===== config.mk =====
export PLATFORM = sky130hd
export DESIGN_NAME = spi_slave
export DESIGN_NICKNAME = d
export VERILOG_FILES = /design/src/rtl/spi_slave.sv
export SDC_FILE = /design/constraint.sdc
export NUM_CORES = 1
export LEC_CHECK = 0
export CORE_MARGIN = 4
export CORE_UTILIZATION = 35
export CTS_BUF_LIST = sky130_fd_sc_hd__clkbuf_8
export CTS_CLUSTER_SIZE = 8
export DETAILED_ROUTE_END_ITERATION = 12
export PLACE_DENSITY = 0.65
export SKIP_CTS_REPAIR_TIMING = 1
export SYNTH_ARGS = -nofsm -noshare
export SYNTH_HDL_FRONTEND = slang
export SYNTH_SLANG_ARGS = --single-unit
export TNS_END_PERCENT = 10

===== constraint.sdc =====
create_clock -name clk -period 1.5 [get_ports clk]
set_input_delay 0.225 -clock clk [delete_from_list [all_inputs] [get_ports clk]]
set_output_delay 0.225 -clock clk [all_outputs]
set_load 0.02 [all_outputs]

===== src/rtl/spi_slave.sv =====
// SPI mode-0 slave: synchronizes sck/cs_n/mosi into clk, shifts 8-bit bytes MSB first.
// Optional frame-error pulse on a truncated frame is enabled with `define SPI_SLAVE_FRAME_ERR_EN.
module spi_slave #(
    parameter int SYNC_STAGES = 2
) (
    input  logic       clk,
    input  logic       rst,
    input  logic       sck,
    input  logic       cs_n,
    input  logic       mosi,
    output logic       miso,
    input  logic [7:0] tx_data,
    output logic       tx_load,
    output logic [7:0] rx_data,
    output logic       rx_valid
`ifdef SPI_SLAVE_FRAME_ERR_EN
    ,
    output logic       frame_err
`endif
);

    typedef enum logic {
        IDLE   = 1'b0,
        ACTIVE = 1'b1
    } state_t;

    localparam logic [2:0] SETTLE_CYCLES = 3'(SYNC_STAGES + 1);

    state_t                 state;
    logic [SYNC_STAGES-1:0] sck_sync;
    logic [SYNC_STAGES-1:0] cs_sync;
    logic [SYNC_STAGES-1:0] mosi_sync;
    logic                   sck_d;
    logic                   cs_d;
    logic [2:0]             settle_cnt;
    logic [2:0]             bit_cnt;
    logic [6:0]             rx_sr;
    logic [7:0]             tx_sr;

    logic sck_s;
    logic cs_s;
    logic mosi_s;
    logic settled;
    logic sck_rise;
    logic sck_fall;
    logic cs_fall;
    logic cs_rise;

    assign sck_s  = sck_sync[SYNC_STAGES-1];
    assign cs_s   = cs_sync[SYNC_STAGES-1];
    assign mosi_s = mosi_sync[SYNC_STAGES-1];

    // Synchronizers restart at idle level 1 after reset; until the chain and the
    // delay flop hold real pin values, a cs_n "fall" is an artefact and is ignored.
    assign settled  = (settle_cnt == SETTLE_CYCLES);
    assign sck_rise = sck_s & ~sck_d;
    assign sck_fall = ~sck_s & sck_d;
    assign cs_fall  = settled & ~cs_s & cs_d;
    assign cs_rise  = cs_s & ~cs_d;

    assign miso = (state == ACTIVE) ? tx_sr[7] : 1'b1;

    always_ff @(posedge clk) begin
        if (rst) begin
            sck_sync   <= '1;
            cs_sync    <= '1;
            mosi_sync  <= '1;
            sck_d      <= 1'b1;
            cs_d       <= 1'b1;
            settle_cnt <= 3'd0;
        end else begin
            sck_sync   <= {sck_sync[SYNC_STAGES-2:0], sck};
            cs_sync    <= {cs_sync[SYNC_STAGES-2:0], cs_n};
            mosi_sync  <= {mosi_sync[SYNC_STAGES-2:0], mosi};
            sck_d      <= sck_s;
            cs_d       <= cs_s;
            if (!settled) begin
                settle_cnt <= settle_cnt + 3'd1;
            end
        end
    end

    always_ff @(posedge clk) begin
        if (rst) begin
            state     <= IDLE;
            bit_cnt   <= 3'd0;
            rx_sr     <= 7'd0;
            tx_sr     <= 8'd0;
            rx_data   <= 8'd0;
            rx_valid  <= 1'b0;
            tx_load   <= 1'b0;
`ifdef SPI_SLAVE_FRAME_ERR_EN
            frame_err <= 1'b0;
`endif
        end else begin
            rx_valid  <= 1'b0;
            tx_load   <= 1'b0;
`ifdef SPI_SLAVE_FRAME_ERR_EN
            frame_err <= 1'b0;
`endif
            case (state)
                IDLE: begin
                    if (cs_fall) begin
                        state   <= ACTIVE;
                        bit_cnt <= 3'd0;
                        tx_sr   <= tx_data;
                        tx_load <= 1'b1;
                    end
                end
                ACTIVE: begin
                    // cs_n deassertion takes priority over a coincident sck edge.
                    if (cs_rise) begin
                        state <= IDLE;
`ifdef SPI_SLAVE_FRAME_ERR_EN
                        frame_err <= (bit_cnt != 3'd0);
`endif
                    end else if (sck_rise) begin
                        rx_sr   <= {rx_sr[5:0], mosi_s};
                        bit_cnt <= bit_cnt + 3'd1;
                        if (bit_cnt == 3'd7) begin
                            rx_data  <= {rx_sr, mosi_s};
                            rx_valid <= 1'b1;
                        end
                    end else if (sck_fall) begin
                        if (bit_cnt == 3'd0) begin
                            tx_sr   <= tx_data;
                            tx_load <= 1'b1;
                        end else begin
                            tx_sr <= {tx_sr[6:0], 1'b0};
                        end
                    end
                end
                default: state <= IDLE;
            endcase
        end
    end

endmodule


### Yosys cells after proc, flatten, opt, wreduce, memory -nomap -nowiden

Cells that the tools add are included.
W data, S select, Z words.

* reduce and logical (&&, ||, !) cells: 6
* equality and inequality tests: 7
* add/subtract/negate cells: 2
* bitwise logic cells: 12
* muxes and demuxes: 20

Operator list (number)
* $mux W8: 5
* $pmux W8 S2: 1
* $mux W3: 3
* $mux W1: 8
* $reduce_and A4 Y1: 2
* $not A1 Y1: 7
* $add A3 B1 Y3 const B: 2
* $ne A2 B2 Y1 const B: 3
* $pmux W3 S2: 1
* $reduce_and A3 Y1: 2
* $and A1 B1 Y1: 5
* $ne A2 B1 Y1 const B: 2
* $pmux W1 S2: 2
* $reduce_or A4 Y1: 1
* $eq A3 B2 Y1 const B: 1
* $eq A3 B3 Y1 const B: 1
* $logic_not A3 Y1: 1

* logic and storage cells: 60
* register bits after elaboration: 40
* output and inout bits: 11

### Logic depth before layout (Yosys ltp)

* depth in word-level cells: 6
* depth in mapped cells: 6

### Least setup slack after synthesis

Ideal clock, no wire load.

* path type: flip-flop to flip-flop
* start point: reg settle_cnt[0]
* end point: reg bit_cnt[2]
* required time: 1.430 ns
* arrival time: 1.509 ns
* library setup time: 0.070 ns
* stages on the path, launching flop included: 7
* setup slack: -0.079 ns
* cells stage by stage: dfxtp_1 ha_1 ha_1 and4bb_4 buf_6 a311o_1 a21oi_1

* cells in the longest elaborated chain, start to end: 5

Ends and longest elaborated chain
* from (decl): line 35 `logic [2:0] settle_cnt;`
* from (signal assigned): line 78 `settle_cnt <= settle_cnt + 3'd1;`
* $eq A3 B2 Y1: line 55 `assign settled = (settle_cnt == SETTLE_CYCLES);`
* $and A1 B1 Y1 (2 in series): line 58 `assign cs_fall = settled & ~cs_s & cs_d;`
* $ne A2 B2 Y1 (no line)
* $reduce_and A3 Y1 (no line)
* to (signal assigned): line 119 `bit_cnt <= bit_cnt + 3'd1;`
* to (decl): line 36 `logic [2:0] bit_cnt;`

No other way between the ends.
A chain may end at the register's enable or synchronous reset.

### Final worst setup path

* start point: reg settle_cnt[0]
* end point: reg tx_sr[2]

* cells in the longest elaborated chain, start to end: 5

Ends and longest elaborated chain
* $eq A3 B2 Y1: line 55
* $and A1 B1 Y1 (2 in series): line 58
* $ne A2 B2 Y1 (no line)
* $reduce_and A4 Y1 (no line)
* to (signal assigned): line 106 `tx_sr <= tx_data;`
* to (signal assigned): line 126 `tx_sr <= tx_data;`
* to (signal assigned): line 129 `tx_sr <= {tx_sr[6:0], 1'b0};`
* to (decl): line 38 `logic [7:0] tx_sr;`

No other way between the ends.

==> flow_metrics.env <==
export IMPL_drive_gt1_share_pct=19.9
export IMPL_max_slew_margin_pct=81.1
export IMPL_diodes=0
export IMPL_dieArea_um2=6260
export IMPL_io_buffers=23
export IMPL_synth_top_area_share_pct=45.2
export IMPL_crit_reg2reg_launch="settle_cnt[0]"
export IMPL_synthXorXnorAreaFrac_pct=0.495
export IMPL_overflow=0
export IMPL_cts_root_buf="clkbuf_8"
export IMPL_drc_errors=0
export IMPL_synth_edf_count=0
export IMPL_clockBufferDepth=2
export IMPL_areaGrowthSynthToFinish_pct=32.3
export IMPL_cts_tree="yes"
export IMPL_vias=1449
export IMPL_maxCapViolations=0
export IMPL_ios=24
export IMPL_tightest_slew_ns=0.282
export IMPL_required_ns=1.71
export IMPL_synth_compound_area_share_pct=18.4
export IMPL_p_leak_nw=0.829
export IMPL_post_synth_top_count_cell="dfxtp_1"
export IMPL_drv_slew=0
export IMPL_rr_endpoint="tx_sr[2]"
export IMPL_synth_area_mux_share_pct=5.65
export IMPL_vias_per_cell=5.12
export IMPL_synthAdderAreaFrac_pct=3.53
export IMPL_synth_top_family_by_area="simple AND/OR/NAND/NOR gates"
export IMPL_yosysSeqAreaShare_pct=45.2
export IMPL_power_density_nw_per_um2=969
export IMPL_routedWlPerCell_um=12.7
export IMPL_clk_pin_slew_worst_paths_ns=0.08
export IMPL_fp_dieH_um=79.1
export IMPL_coreArea_um2=4820
export IMPL_worst_ir_drop_vdd_mv=0.487
export IMPL_syn_cell_area_um2=1770
export IMPL_rr_worst_depth=6
export IMPL_ys_seq_elements=40
export IMPL_drtIter0Drc=161
export IMPL_reg2reg_slack_ns=-0.003
export IMPL_clock_sinks=40
export IMPL_synth_area_per_cell_um2=9.52
export IMPL_initial_core_util_pct=36.8
export IMPL_synthTopCellsByCount="dfxtp_1, nand2b_1, a311oi_1"
export IMPL_die_w_um=79.1
export IMPL_async_flop_share_pct=0
export IMPL_grt_pass1_wl_mm=6.04
export IMPL_dp_cells=275
export IMPL_place_area_um2=2170
export IMPL_path_class="reg -> reg"
export IMPL_hp_start="sck_sync[0]"
export IMPL_drtPass1Iterations=4
export IMPL_synthCells=186
export IMPL_final_min_clock_period_ns=1.50
export IMPL_synthSimpleGateAreaFrac_pct=20.8
export IMPL_hold_class="reg -> reg"
export IMPL_grt_max_degree=36
export IMPL_cts_made_buffers=5
export IMPL_instances_no_fill=283
export IMPL_ys_types=28
export IMPL_critPathLaunchType="register"
export IMPL_wl_mm=3.59
export IMPL_status="finished, violations left"
export IMPL_finalInstanceArea_um2=2340
export IMPL_finalHoldViolCount=0
export IMPL_skew_ns=0.0108
export IMPL_synth_fp_nets=204
export IMPL_postLayoutSetupSlackWorst_ns=-0.00276
export IMPL_violations="negative setup slack"
export IMPL_crit_arrival_ns=1.71
export IMPL_nNetsFinal=233
export IMPL_holdPathStages=1
export IMPL_yosys_top_cells_area="dfxtp_1, nand2b_1, a311oi_1, mux2i_1, a21oi_1"
export IMPL_holdPathEnd="sck_sync[1]"
export IMPL_gp_congestion=0.824
export IMPL_grtUsageTotal_pct=12.1
export IMPL_path_max_fanout=5
export IMPL_timing_final_crit_share_pct=100
export IMPL_insertion_delay_ns=0.29
export IMPL_synth_top_flop_cell="dfxtp_1"
export IMPL_hpwl_mm=2.32
export IMPL_antenna_left=0
export IMPL_antenna_found_initial=0
export IMPL_htreeDepth=2
export IMPL_ys_warn_count=0
export IMPL_finalSetupViolCount=2
export IMPL_grt_pass1_vias=1316
export IMPL_rsz0062_at_grt="true"
export IMPL_worstSetupEndpointType="register"
export IMPL_max_freq_mhz=665
export IMPL_core_rowCount=25
export IMPL_yosysTopAreaCell="dfxtp_1"
-- cells by family after synthesis --
family	Yosys count
AND/OR/NAND/NOR	60
XOR/XNOR	1
multiplexers	10
AO/OA/AOI/OAI	47
flip-flops	40
buffers and inverters	23
adder cells (fa/ha/maj)	5
-- metrics by stage --
step / setup slack, ns / utilization [%] / hold WS (ns) / power, mW / TNS [ns]
6_report: -0.00276 / 48.6 / 0.406 / 2.27 / -0.00469
3_3_place_gp: 0.0190 / 45.0 / 0.394 / 1.32 / 0
4_1_cts: -0.0790 / 47.6 / 0.410 / 2.29 / -0.192
3_5_place_dp: -0.0255 / 45.0 / 0.393 / 1.32 / -0.0255
5_1_grt: -0.0787 / 48.6 / 0.426 / 2.38 / -0.416
2_1_floorplan: 0.0151 / - / 0.329 / 1.25 / 0
-- cells in the final DEF (no fill, tap or decap), types with 2 or more instances in the layout --
master and n:
a21oi_1 13, a311o_1 3, a311oi_1 10, a311oi_2 4, buf_12 2, buf_4 15
clkbuf_8 7, clkdlybuf4s50_1 19, dfxtp_1 38, dfxtp_2 2, dlymetal6s2s_1 4, ha_1 3
ha_4 2, inv_1 4, mux2i_1 10, nand2b_1 21, nand3_1 7, nand4_1 10
nor2_1 4, nor2b_1 5, o21ai_0 8, o31ai_1 7, or2_2 8
-- final cells by class --
class                      count  area [um^2]
clock inverter                 1         30.0
fill                         463         2470
multi-input combinational    123          917
tap                           67         83.8
clock buffer                   7         96.3
timing repair buffer          40          393
inverter                       5         18.8
sequential                    40          803
-- routing by layer --
layer / share of wire (%) / up-vias / track usage [%]
li1: - / 736 / -
met1: 48 / 672 / 16.4
met2: 44 / 36 / 17.6
met3: 6.7 / 5 / 3.97
met4: 1.3 / 0 / 4.47
met5: 0 / - / 0
-- registers in the layout (all words and copies together), names as in the netlist, 2 cells and up --
signal and flops:
bit_cnt 3, rx_sr 7, tx_sr 8, cs_sync 2, sck_sync 2, settle_cnt 3, rx_data 8, mosi_sync 2
-- critical path, stage by stage, from the launching register on --
cell and delay, ns:
dfxtp_2 0.34, ha_4 0.16, ha_4 0.15, and4bb_4 0.20
a31o_1 0.20, buf_4 0.16, a311oi_1 0.21
-- worst max path at each step --
stage | startpoint | endpoint | slack, ns | cells past startpoint
2_1_floorplan | settle_cnt[0] | bit_cnt[2] | 0.02 | 6
3_3_place_gp | settle_cnt[0] | tx_sr[2] | 0.02 | 6
3_5_place_dp | settle_cnt[0] | tx_sr[7] | -0.03 | 6
4_1_cts | state | miso | -0.08 | 2
5_1_grt | settle_cnt[0] | tx_sr[7] | -0.08 | 6
6_report | settle_cnt[0] | tx_sr[2] | -0.003 | 6
-- power by group --
| part | switching, mW | internal (mW) |
|---|---|---|
| sequential | 0.0214 | 1.09 |
| clock | 0.365 | 0.587 |
| combinational | 0.0898 | 0.111 |
| total | 0.477 | 1.79 |
Power figures use the tool's default switching activity.
